`src/rtl/uart_pkg.sv`:
```
// uart_pkg: shared definitions for the UART byte receiver.
//   state_t       FSM state encoding (3-bit)
//   DEFAULT_DIV   clocks per bit when the requested divisor is 0
//   MIN_DIV       smallest divisor the receiver will run at
//   FRAME_BITS    start + 8 data + stop
//   eff_div()     maps a requested divisor to the one actually used
package uart_pkg;

    typedef enum logic [2:0] {
        ST_IDLE      = 3'd0,
        ST_START     = 3'd1,
        ST_DATA      = 3'd2,
        ST_STOP      = 3'd3,
        ST_WAIT_HIGH = 3'd4
    } state_t;

    localparam logic [15:0] DEFAULT_DIV = 16'd186;
    localparam logic [15:0] MIN_DIV     = 16'd8;
    localparam int          FRAME_BITS  = 10;

    // Index of the last data bit (frame minus start and stop, minus one).
    localparam logic [2:0]  LAST_DATA_BIT = 3'(FRAME_BITS - 3);

    function automatic logic [15:0] eff_div(input logic [15:0] req);
        logic [15:0] d;
        d = req;
        if (req == 16'd0)
            d = DEFAULT_DIV;
        else if (req < MIN_DIV)
            d = MIN_DIV;
        return d;
    endfunction

endpackage

```
`src/rtl/uart_bit_sampler.sv`:
```
// uart_bit_sampler: three-point majority vote around the middle of a bit.
//   clk             system clock
//   i_rxs           synchronised serial line
//   i_cnt           bit timer of the owning FSM
//   i_half          half of the current bit period
//   o_bit           majority of the samples at half-1, half, half+1
//   o_sample_done   high while i_cnt == half+1 (o_bit valid in that cycle)
module uart_bit_sampler (
    input  logic        clk,
    input  logic        i_rxs,
    input  logic [15:0] i_cnt,
    input  logic [15:0] i_half,
    output logic        o_bit,
    output logic        o_sample_done
);

    logic r_s0;
    logic r_s1;

    always_ff @(posedge clk) begin
        if (i_cnt == i_half - 16'd1)
            r_s0 <= i_rxs;
        if (i_cnt == i_half)
            r_s1 <= i_rxs;
    end

    // The third sample is the live line value, so the vote is ready
    // in the same cycle it is taken.
    assign o_sample_done = (i_cnt == i_half + 16'd1);
    assign o_bit = (r_s0 & r_s1) | (r_s0 & i_rxs) | (r_s1 & i_rxs);

endmodule

```
`src/rtl/uart_byte_rx.sv`:
```
// uart_byte_rx: 8N1 UART receiver feeding the game loader byte stream.
//   clk            system clock
//   reset          synchronous, active-high
//   rx_i           asynchronous UART line, idle high
//   baud_div_i     clocks per bit (0 = DEFAULT_DIV, small values clamp to MIN_DIV)
//   data_o         last good byte, held until the next good byte
//   data_valid_o   one-cycle strobe per good byte
//   frame_err_o    one-cycle strobe when a stop bit is sampled low
//   err_count_o    framing errors since reset, saturating at 255
//   byte_count_o   good bytes since reset, wrapping
//   busy_o         high whenever the FSM is not idle
module uart_byte_rx
    import uart_pkg::*;
(
    input  logic        clk,
    input  logic        reset,
    input  logic        rx_i,
    input  logic [15:0] baud_div_i,
    output logic [7:0]  data_o,
    output logic        data_valid_o,
    output logic        frame_err_o,
    output logic [7:0]  err_count_o,
    output logic [21:0] byte_count_o,
    output logic        busy_o
);

    state_t      r_state;
    logic        r_sync1;
    logic        r_rxs;
    logic        r_rxs_prev;
    logic [15:0] r_div;
    logic [15:0] r_cnt;
    logic [2:0]  r_bit_idx;
    logic [7:0]  r_shift;
    logic [7:0]  r_data;
    logic        r_data_valid;
    logic        r_frame_err;
    logic [7:0]  r_err_count;
    logic [21:0] r_byte_count;

    logic [15:0] w_half;
    logic        w_bit;
    logic        w_sample_done;

    assign w_half = {1'b0, r_div[15:1]};

    // Two-flop synchroniser plus one more stage for falling-edge detection.
    // Flops preset high so reset never looks like a start bit.
    always_ff @(posedge clk) begin
        if (reset) begin
            r_sync1    <= 1'b1;
            r_rxs      <= 1'b1;
            r_rxs_prev <= 1'b1;
        end else begin
            r_sync1    <= rx_i;
            r_rxs      <= r_sync1;
            r_rxs_prev <= r_rxs;
        end
    end

    uart_bit_sampler u_sampler (
        .clk           (clk),
        .i_rxs         (r_rxs),
        .i_cnt         (r_cnt),
        .i_half        (w_half),
        .o_bit         (w_bit),
        .o_sample_done (w_sample_done)
    );

    always_ff @(posedge clk) begin
        if (reset) begin
            r_state      <= ST_IDLE;
            r_cnt        <= 16'd0;
            r_bit_idx    <= 3'd0;
            r_data       <= 8'd0;
            r_data_valid <= 1'b0;
            r_frame_err  <= 1'b0;
            r_err_count  <= 8'd0;
            r_byte_count <= 22'd0;
        end else begin
            r_data_valid <= 1'b0;
            r_frame_err  <= 1'b0;
            r_cnt        <= r_cnt + 16'd1;
            case (r_state)
                ST_IDLE: begin
                    r_cnt <= 16'd0;
                    if (r_rxs_prev && !r_rxs) begin
                        // Divisor is frozen for the whole frame from here.
                        r_div   <= eff_div(baud_div_i);
                        r_state <= ST_START;
                    end
                end
                ST_START: begin
                    if (w_sample_done && w_bit) begin
                        // Start bit did not survive to mid-bit: glitch.
                        r_state <= ST_IDLE;
                        r_cnt   <= 16'd0;
                    end else if (r_cnt == r_div - 16'd1) begin
                        r_state   <= ST_DATA;
                        r_cnt     <= 16'd0;
                        r_bit_idx <= 3'd0;
                    end
                end
                ST_DATA: begin
                    if (w_sample_done)
                        r_shift <= {w_bit, r_shift[7:1]};
                    if (r_cnt == r_div - 16'd1) begin
                        r_cnt <= 16'd0;
                        if (r_bit_idx == LAST_DATA_BIT)
                            r_state <= ST_STOP;
                        else
                            r_bit_idx <= r_bit_idx + 3'd1;
                    end
                end
                ST_STOP: begin
                    // Leave at mid-stop so a following start edge is not missed.
                    if (w_sample_done) begin
                        r_cnt <= 16'd0;
                        if (w_bit) begin
                            r_data       <= r_shift;
                            r_data_valid <= 1'b1;
                            r_byte_count <= r_byte_count + 22'd1;
                            r_state      <= ST_IDLE;
                        end else begin
                            r_frame_err <= 1'b1;
                            if (r_err_count != 8'hFF)
                                r_err_count <= r_err_count + 8'd1;
                            r_state <= ST_WAIT_HIGH;
                        end
                    end
                end
                ST_WAIT_HIGH: begin
                    // r_cnt counts consecutive high cycles; a held-low break
                    // stays here and produces only the one error.
                    if (!r_rxs)
                        r_cnt <= 16'd0;
                    else if (r_cnt == w_half - 16'd1) begin
                        r_cnt   <= 16'd0;
                        r_state <= ST_IDLE;
                    end
                end
                default: begin
                    r_state <= ST_IDLE;
                    r_cnt   <= 16'd0;
                end
            endcase
        end
    end

    assign data_o       = r_data;
    assign data_valid_o = r_data_valid;
    assign frame_err_o  = r_frame_err;
    assign err_count_o  = r_err_count;
    assign byte_count_o = r_byte_count;
    assign busy_o       = (r_state != ST_IDLE);

endmodule

```
`config.mk`:
```
export PLATFORM = sky130hd
export DESIGN_NAME = uart_byte_rx
export DESIGN_NICKNAME = d
export VERILOG_FILES = /design/src/rtl/uart_pkg.sv /design/src/rtl/uart_bit_sampler.sv /design/src/rtl/uart_byte_rx.sv
export SDC_FILE = /design/constraint.sdc
export NUM_CORES = 1
export LEC_CHECK = 0
export ABC_AREA = 1
export CORE_MARGIN = 3
export CORE_UTILIZATION = 50
export DETAILED_ROUTE_END_ITERATION = 7
export DONT_BUFFER_PORTS = 1
export PLACE_DENSITY_LB_ADDON = 0.1
export SLEW_MARGIN = 15
export SYNTH_ARGS = -nofsm -noshare
export SYNTH_HDL_FRONTEND = slang
export SYNTH_SLANG_ARGS = --single-unit
```
`constraint.sdc`:
```
create_clock -name clk -period 3.2 [get_ports clk]
set_input_delay 0.48 -clock clk [delete_from_list [all_inputs] [get_ports clk]]
set_output_delay 0.48 -clock clk [all_outputs]
set_load 0.03 [all_outputs]
```
==> results by group <==
Logic synthesis
  • Synth cell types: ~40
  • Mux cell area share after synthesis: 0%
  • Compound-cell area share of the yosys netlist: 6.27%
  • Synth Area in XOR/XNOR: 7.17%
  • Adder-Cell Fraction of Synth Area: 1.97%
  • Synth warn: 0
  • Post-Syn Instances: 967
  • Simple-gate share of the synthesized area: a little over two fifths
  • Yosys top cell area share: around a fifth
  • Top post-synthesis cells by area: dfxtp_1 21%, nand2_1 16%, edfxtp_1 13%, nor2_1 9.1%, inv_1 6.3%
  • Mapped Area: 0.00623 sq mm
  • Syn Nets: 995
  • Synth area leader: dfxtp_1
  • Largest family of logic cells by synthesized area: simple AND/OR/NAND/NOR gates
  • Yosys reg bits: a little over 90
  • Seq/Total Area, Yosys: 33.4%
  • Avg Inst Size Synth: about 6.4 sq um

Cells and area
  • Layout area overhead: 6.47%
  • Final core utilization: 54.8%
  • Post-route cell area: 0.00663 sq mm
  • Layout cells sized above 1: 5.68%
  • # diodes: 0
  • Most common cell after layout, fill and taps aside: nand2_1
  • Most frequent cells in the layout: 269 x nand2_1, 151 x nor2_1, 105 x inv_1
  • Nets: 974
  • # fillers: 1241

Worst hold path
  • Hold Crit Class: primary input to flop

Placed design
  • Area after DPL: 0.00631 sq mm
  • Port-buffer cells: 0
  • Place WS: 0.371 ns
  • Routability cong.: 0.972
  • Post-DP HPWL: 12900 um

Setup path
  • Crit path launch type: flop
  • Worst path max stage delay: 0.44 ns
  • Most frequent CP cell: nor2_1
  • Slowest cell on the critical path: edfxtp_1
  • Critical Path Sink Type: flop
  • Setup CP Type: flop to flop
  • Data required time of the worst path: 3.49 ns
  • Cells along the critical path: inv_1 > ha_1 > nand2_1 > nor2_1 > nor2_1 > o21ai_0 > nand3_1 > nor2_1 > nand3_1 > nor2_1 > nand2_1 > nand2_1 > nand2_1 > nor2_1
  • Worst path arrival time: 3.17 ns
  • Critical-path maximum fanout: 7
  • Flop2flop setup slack: 0.32 ns

CTS
  • Worst-path clk slew: 0.06 ns
  • Hold_buf cts: 0
  • Max Buffers Root-to-Sink: 2
  • Clk_lat worst skew: 0.36 ns
  • CTS tree: yes
  • Num CTS Buffers: 9
  • # resized after CTS: 0
  • Post-CTS Setup Bufs: 0
  • Clock H-tree levels: 3
  • CTS root buf: clkbuf_16
  • Clk sinks: 91

Die
  • Core outline area: approximately 0.012 sq mm
  • Total die area: around 0.014 sq mm
  • Row cnt: 40
  • Die Width: about 120 um
  • Initial core utilization: 51.4%
  • Die H: 118 um
  • Top Ports: 60

STA
  • Relative slew margins: 52.6%
  • Final min period: 2.88 ns
  • Worst-Margin Slew: approximately 0.71 ns
  • Fin. max-slew vios: 0
  • Finish-stage setup viols: 0
  • Final Hold Fails: 0
  • Total negative slack: 0 ns
  • RSZ-0062 raised after global routing: no
  • Clk_skew: 0.00965 ns
  • Setup ws final: 0.319 ns
  • FMAX: 347 MHz
  • Final worst-path cycle share: 90.0%

Drt
  • Average vias per placed instance: 5.30
  • DR pass1 iterations: 5
  • Routed WL per cell: 15.1 um
  • Routed Antenna Nets: 0
  • Via Count: approximately 5900
  • Drt drc: 0
  • Drt initial violations: 639
  • Final WL: 16900 um

Power
  • Sw frac: 29.9%
  • Worst VDD drop: 328 uV
  • Clock power share: approximately 40%
  • Comb pwr share: 17.1%
  • Seq pwr share: 42.8%
  • Pwr dens: 442 mW/mm^2
  • Total power draw: 2.93 mW
  • Psw: 877 uW
  • Leakage: 2.74 nW
  • Int Power: 2.05 mW

Global route
  • Total GRT Usage: between 20% and 30%
  • Vias in the first global route: ~5400
  • Largest net degree at the start of global routing: 29
  • Grt ovf: 0
  • Initial antenna violation count: 0
  • First-pass GRT wire length: 28200 um

Status
  • Status: finished clean

Flow run
  • Max Cap Viol: 0
-- metrics by stage --
stage	hold WS [ns]	cells
floorplan	0.389	967
global placement	0.391	1103
detailed placement	0.399	1103
CTS	0.177	1119
global route	0.175	1119
finish	0.191	1119
-- cell families (layout without fill, tap and decap cells) --
logic type | count (synthesis) | in the layout
AND/OR/NAND/NOR | 594 | 594
buffers and inverters | 147 | 131
flip-flops | 91 | 91
AO/OA/AOI/OAI | 74 | 74
XOR/XNOR | 51 | 51
adder cells (fa/ha/maj) | 10 | 10
-- power groups by stage --
stage	registers (mW)	logic (mW)	clock network (mW)
2_1_floorplan	1.26	0.422	0
3_3_place_gp	1.28	0.499	0
3_5_place_dp	1.28	0.498	0
4_1_cts	1.25	0.500	1.20
5_1_grt	1.26	0.563	1.25
6_report	1.26	0.500	1.18
-- cells in the mapped netlist (all sizes together) --
cell       n
o22ai      1
edfxtp    26
a311oi     1
o2111ai    1
nand3     82
or3        1
or2        7
xnor2     14
dfxtp     65
nor2     163
clkbuf    19
inv      109
maj3       1
a21oi     31
buf       19
nor3      29
and2       1
xor2      37
nor3b      5
o211ai     1
a31oi      2
nand4     25
a21o       1
o21ai     35
nand3b     3
nand2    272
nor4       6
a2111oi    1
ha         9
-- path summary, 6_finish.rpt --
| path | cells past startpoint | from | end |
|---|---|---|---|
| worst max-delay path | 14 | r_div[1] | r_bit_idx[0] |
| worst min-delay path | 1 | reset | data_valid_o |
| worst max register to register | 14 | r_div[1] | r_bit_idx[0] |
| worst min register to register | 1 | r_sync1 | r_rxs |
-- state kept, by name, summed over array words and instances (netlist names) --
name,cells
frame_err_o,1
r_sync1,1
r_bit_idx,3
r_state,3
u_sampler.r_s0,1
data_valid_o,1
u_sampler.r_s1,1
r_div,16
r_shift,8
data_o,8
r_cnt,16
r_rxs,1
err_count_o,8
r_rxs_prev,1
byte_count_o,22
-- worst max-delay path: cells and delay by family, from the launching register on --
| family | cells | cell delay [ns] |
|---|---|---|
| AND/OR/NAND/NOR | 11 | 1.55 |
| adder cells (fa/ha/maj) | 1 | 0.34 |
| flip-flops | 1 | 0.44 |
| buffers and inverters | 1 | 0.25 |
| AO/OA/AOI/OAI | 1 | 0.25 |
-- routing by layer --
metal | vias up | GRT usage [%] | part of all wire (%)
li1 | 3053 | - | -
met1 | 2632 | 37.8 | 50
met2 | 229 | 35.7 | 41
met3 | 20 | 6.05 | 7.4
met4 | 0 | 6.01 | 1.6
met5 | - | 0 | 0
-- layout make-up --
| cell class | instances | area, sq um | area share, % |
|---|---|---|---|
| Tap cell | 168 | 210 | 3.17 |
| Inverter | 109 | 409 | 6.17 |
| Clock inverter | 7 | 97.6 | 1.47 |
| Multi-Input combinational cell | 729 | 3560 | 53.7 |
| Sequential cell | 91 | 2080 | 31.4 |
| Clock buffer | 9 | 225 | 3.40 |
| Timing Repair Buffer | 6 | 45.0 | 0.679 |
Note: power is estimated with default switching activity, not from simulation.
